## src/rtl/app_packet_rx.sv

```systemverilog
// Receive side of the application link: finds SYNC, assembles a 32-bit payload
// MSB byte first, verifies the trailing CRC-8 (poly 0xD5) and counts good/bad frames.
module app_packet_rx #(
    parameter logic [7:0] SYNC_BYTE      = 8'hA5,
    parameter int         TIMEOUT_CYCLES = 1024,
    parameter int         CNT_WIDTH      = 16
) (
    input  logic                 clk,
    input  logic                 rst_n,
    input  logic [7:0]           rx_byte,
    input  logic                 rx_valid,
    output logic [31:0]          payload,
    output logic                 payload_valid,
    output logic                 crc_err,
    output logic                 timeout_err,
    output logic                 busy,
    output logic [CNT_WIDTH-1:0] good_count,
    output logic [CNT_WIDTH-1:0] bad_count
);

    localparam int          TW    = (TIMEOUT_CYCLES > 1) ? $clog2(TIMEOUT_CYCLES) : 1;
    localparam bit          TO_EN = (TIMEOUT_CYCLES != 0);
    localparam logic [TW-1:0] TMAX = TW'(TIMEOUT_CYCLES - 1);

    typedef enum logic [1:0] {
        S_IDLE = 2'd0,
        S_DATA = 2'd1,
        S_CRC  = 2'd2
    } state_t;

    state_t                 state_q, state_d;
    logic [1:0]             idx_q, idx_d;
    logic [7:0]             crc_q, crc_d;
    logic [31:0]            shreg_q, shreg_d;
    logic [TW-1:0]          timer_q, timer_d;
    logic [31:0]            payload_q, payload_d;
    logic                   pv_q, pv_d;
    logic                   ce_q, ce_d;
    logic                   te_q, te_d;
    logic                   busy_q, busy_d;
    logic [CNT_WIDTH-1:0]   good_q, good_d;
    logic [CNT_WIDTH-1:0]   bad_q, bad_d;
    logic                   good_inc, bad_inc;
    logic                   timeout_hit;

    // Bytewise MSB-first CRC-8 update, poly 0xD5.
    function automatic logic [7:0] crc8_upd(input logic [7:0] x);
        logic [7:0] c;
        c = x;
        for (int i = 0; i < 8; i++) begin
            c = c[7] ? ({c[6:0], 1'b0} ^ 8'hD5) : {c[6:0], 1'b0};
        end
        return c;
    endfunction

    // An arriving byte always wins over a timeout in the same cycle.
    assign timeout_hit = TO_EN && !rx_valid && (timer_q == TMAX);

    always_comb begin
        state_d   = state_q;
        idx_d     = idx_q;
        crc_d     = crc_q;
        shreg_d   = shreg_q;
        timer_d   = timer_q;
        payload_d = payload_q;
        pv_d      = 1'b0;
        ce_d      = 1'b0;
        te_d      = 1'b0;
        good_inc  = 1'b0;
        bad_inc   = 1'b0;

        case (state_q)
            S_IDLE: begin
                timer_d = '0;
                if (rx_valid && rx_byte == SYNC_BYTE) begin
                    state_d = S_DATA;
                    idx_d   = 2'd0;
                    crc_d   = 8'h00;
                end
            end
            S_DATA: begin
                if (rx_valid) begin
                    shreg_d = {shreg_q[23:0], rx_byte};
                    crc_d   = crc8_upd(crc_q ^ rx_byte);
                    idx_d   = idx_q + 2'd1;
                    timer_d = '0;
                    if (idx_q == 2'd3) state_d = S_CRC;
                end else if (timeout_hit) begin
                    state_d = S_IDLE;
                    te_d    = 1'b1;
                    bad_inc = 1'b1;
                    timer_d = '0;
                end else begin
                    timer_d = TO_EN ? timer_q + TW'(1) : '0;
                end
            end
            S_CRC: begin
                if (rx_valid) begin
                    state_d = S_IDLE;
                    timer_d = '0;
                    if (rx_byte == crc_q) begin
                        payload_d = shreg_q;
                        pv_d      = 1'b1;
                        good_inc  = 1'b1;
                    end else begin
                        ce_d    = 1'b1;
                        bad_inc = 1'b1;
                    end
                end else if (timeout_hit) begin
                    state_d = S_IDLE;
                    te_d    = 1'b1;
                    bad_inc = 1'b1;
                    timer_d = '0;
                end else begin
                    timer_d = TO_EN ? timer_q + TW'(1) : '0;
                end
            end
            default: begin
                state_d = S_IDLE;
                timer_d = '0;
            end
        endcase

        busy_d = (state_d != S_IDLE);
        good_d = (good_inc && good_q != '1) ? good_q + CNT_WIDTH'(1) : good_q;
        bad_d  = (bad_inc  && bad_q  != '1) ? bad_q  + CNT_WIDTH'(1) : bad_q;
    end

    always_ff @(posedge clk or negedge rst_n) begin
        if (!rst_n) begin
            state_q   <= S_IDLE;
            idx_q     <= '0;
            crc_q     <= '0;
            shreg_q   <= '0;
            timer_q   <= '0;
            payload_q <= '0;
            pv_q      <= 1'b0;
            ce_q      <= 1'b0;
            te_q      <= 1'b0;
            busy_q    <= 1'b0;
            good_q    <= '0;
            bad_q     <= '0;
        end else begin
            state_q   <= state_d;
            idx_q     <= idx_d;
            crc_q     <= crc_d;
            shreg_q   <= shreg_d;
            timer_q   <= timer_d;
            payload_q <= payload_d;
            pv_q      <= pv_d;
            ce_q      <= ce_d;
            te_q      <= te_d;
            busy_q    <= busy_d;
            good_q    <= good_d;
            bad_q     <= bad_d;
        end
    end

    assign payload       = payload_q;
    assign payload_valid = pv_q;
    assign crc_err       = ce_q;
    assign timeout_err   = te_q;
    assign busy          = busy_q;
    assign good_count    = good_q;
    assign bad_count     = bad_q;

endmodule

```

## config.mk

```make
export PLATFORM = sky130hd
export DESIGN_NAME = app_packet_rx
export DESIGN_NICKNAME = d
export VERILOG_FILES = /design/src/rtl/app_packet_rx.sv
export SDC_FILE = /design/constraint.sdc
export NUM_CORES = 1
export LEC_CHECK = 0
export CORE_ASPECT_RATIO = 0.75
export CORE_MARGIN = 3
export CORE_UTILIZATION = 25
export DETAILED_ROUTE_END_ITERATION = 6
export GPL_TIMING_DRIVEN = 1
export PLACE_DENSITY_LB_ADDON = 0.25
export SYNTH_ARGS = -nofsm -noshare
export SYNTH_HDL_FRONTEND = slang
export SYNTH_SLANG_ARGS = --single-unit
```

## constraint.sdc

```tcl
create_clock -name clk -period 2.3 [get_ports clk]
set_input_delay 0.23 -clock clk [delete_from_list [all_inputs] [get_ports clk]]
set_output_delay 0.23 -clock clk [all_outputs]
set_load 0.05 [all_outputs]
```

==> results.toml <==
[drt]
viasPerCell = 4.298
drc_errors = 0
first_pass_iters = 4
met1_length_um = 5774
vias = 3563
wl_met3_um = 558
wirelength_um = 11660
met2_length_um = 5158
detail-route-antenna-nets = 0
dr.max_layer_used = "met4"
wire_per_inst_um = 14.06
drt_iter0_drc = 108

[timing]
worst_pin_slew_ps = 689.0
fmax_mhz = 478.4
period_needed_ps = 2090
maxSlewHeadroom_pct = 54.07
min_period_over_period_pct = 90.88
hold_violations = 0
slew_violations = 0
rsz0062_at_grt = "false"
finalSetupViolCount = 0
finalClockSkew_ps = 9.089

[power_and_ir_drop]
powerDensity_nw_per_um2 = 807.0
intPower_mw = 4.361
leakagePower_nw = 3.391
switchingPower_mw = 1.594
ir_drop_uv = 369.9
p_sw_share_pct = 26.77
seqPwrFrac_pct = 41.0
power_mw = 5.955
clockPowerShare_pct = 45.8
pwr-share-comb_pct = 13.2

[run]
maxCapViolations = 0

[synthesis]
synthCells = 410
synthFlopType = "dfrtp_1"
syn_area_um2 = 5343
synth.distinct_cells = 42
synth-edff-count = 0
yosysWarnings = 0
synth_seq_cells = 122
synthesis.nets = 430
async_flop_share_pct = 100.0
syn_area_per_cell_um2 = 13.03
synth-seq-area-share_pct = 57.14

[setup_path]
slowest_delay_ps = 430
cp.arrival_ps = 2390
critPathKind = "reg2reg"
crit_fanout = 15
cp-start-kind = "flop"
cp_slowest_cell = "dfrtp_1"
critical_path.cell_chain = "inv_1 -> ha_1 -> nand2_1 -> or3_4 -> a21boi_2 -> buf_12 -> mux2_2"
critical_path_required_ps = 2600
end_kind = "flop"

[global_route]
grt_pass1_vias = 3809
grt_pass1_wl_um = 20140
antenna_found_initial = 0
overflow = 0
grt_max_degree = 123
track_usage_pct = 10.92

[final_layout]
final-instance-count-excl-fill = 829
drive_above_1_share_pct = 29.07
diodes = 0
area_growth_pct = 38.13
finish.instance_area_um2 = 7380
nets = 554

[floorplanning]
dieArea_um2 = 23180
num_rows = 45
die_w_um = 174.8
core_area_um2 = 20610
start_util_pct = 25.93
boundaryPins = 79
die_h_um = 132.6

[clocking]
cts_tree = "built"
clk_latency_ps = 420
clk_pin_slew_ps = 60
clock_sinks = 122
htreeDepth = 4
cts-root-buf = "clkbuf_16"
cts_buffer_depth = 2
cts_made_buffers = 17
postCtsSetupBuffers = 0

[placed_design]
dp_hpwl_um = 7944
io_buffers = 78
placed_cells = 796
place.gp.congestion = 0.7717
place_area_um2 = 6759

[hold_path]
min_path_type = "in2async"

[status]
status = "finished, final reports clean"
[cell usage after synthesis (all sizes together) (5+ instances only)]
| master | instances | area, um2 |
|---|---|---|
| xor2 | 21 | 183.9 |
| inv | 7 | 26.28 |
| nor2 | 23 | 86.33 |
| and4 | 6 | 55.05 |
| nor3 | 5 | 36.29 |
| nand4 | 17 | 127.6 |
| buf | 9 | 47.54 |
| dfrtp | 122 | 3053 |
| xnor2 | 36 | 345.3 |
| ha | 9 | 112.6 |
| nand2 | 16 | 60.06 |
| o21ai | 12 | 60.05 |
| and3 | 8 | 52.55 |
| nand3 | 25 | 135.1 |
| mux2 | 68 | 765.7 |
[registers in the layout, indices dropped and copies added (netlist names)]
name / cells
bad_count: 16
busy: 1
crc_err: 1
crc_q: 8
good_count: 16
idx_q: 2
payload: 32
payload_valid: 1
shreg_q: 32
state_q: 2
timeout_err: 1
timer_q: 10
[what timing repair did]
action / in CTS / in global routing
hold buffers: 1 / 0
endpoints found under the setup margin: 0 / 2
gates resized for setup: 0 / 1
hold endpoints to repair: 122 / 0
[worst paths after layout]
check,startpoint,endpoint,slack [ps],cells past startpoint
max reg2reg,state_q[0],bad_count[1],210,7
min in group clk,good_count[8],good_count[8],490,1
max in group asynchronous,rst_n,bad_count[8],1320,3
max,state_q[0],bad_count[1],210,7
min,rst_n,good_count[8],440,3
min reg2reg,good_count[8],good_count[8],490,1
[power by group through the flow]
stage | combinational [mW] | sequential, mW | clock [mW]
detailed placement | 0.795 | 2.48 | 0
floorplan | 0.452 | 2.48 | 0
CTS | 0.802 | 2.44 | 2.81
global placement | 0.784 | 2.47 | 0
global route | 0.877 | 2.47 | 2.93
finish | 0.787 | 2.44 | 2.73
[worst max-delay path, delay by kind of cell, from the launching register on]
kind,cells,cell delay (ps)
simple gates,2,440
mux,1,330
buf+inv,2,250
compound gates,1,200
flops,1,430
fa+ha+maj,1,330
[cells in the final DEF, fill, tap and decap left out, drive strengths merged, types with 2 or more instances in the layout]
master / instances
inv: 16
xor2: 21
bufinv: 2
and3: 8
xnor2: 36
or3: 3
nand2: 16
nor3: 5
and4: 6
ha: 9
clkinv: 3
o21ai: 12
dfrtp: 122
clkdlybuf4s50: 77
nand3: 25
nand4: 17
o2111ai: 2
buf: 39
nor2: 23
a21oi: 4
or4bb: 2
and2: 3
mux2: 68
clkbuf: 17
[stage by stage]
step	utilization, %	hold slack, ps	setup TNS (ps)	worst slack [ps]
final	35.81	442.3	0	209.7
after global routing	35.81	500.1	0	44.22
after CTS	35.77	491.8	0	151.6
after detailed placement	32.80	401.6	-10350	-227.4
after global placement	32.80	379.6	-9560	-273.8
after floorplan	-	-65.59	0	2.554
[layer usage]
layer / up-vias / GRT usage (%)
met5: - / 0
met1: 1770 / 14.84
li1: 1710 / -
met2: 71 / 16.28
met4: 0 / 3.986
met3: 12 / 3.557
[area by class of cell]
| type | count | area, um2 |
|---|---|---|
| timing repair buffer | 117 | 1136 |
| multi-input combinational | 269 | 2205 |
| clock inverter | 15 | 177.7 |
| fill | 2040 | 13230 |
| sequential | 122 | 3057 |
| inverter | 7 | 26.28 |
| tap | 282 | 352.8 |
| clock buffer | 17 | 425.4 |
[cell families (layout without fill, tap and decap cells)]
group | after synthesis | count (layout) | synth area share (%)
AOI/OAI and AO/OA | 23 | 23 | 2.623
adders and majority gates | 9 | 9 | 2.108
xor gates and xnor gates | 57 | 57 | 9.906
DFF | 122 | 122 | 57.14
muxes | 68 | 68 | 14.33
buffers and inverters | 19 | 156 | 1.780
and+or+nand+nor | 112 | 112 | 12.11
Note: power is estimated with default switching activity, not from simulation.
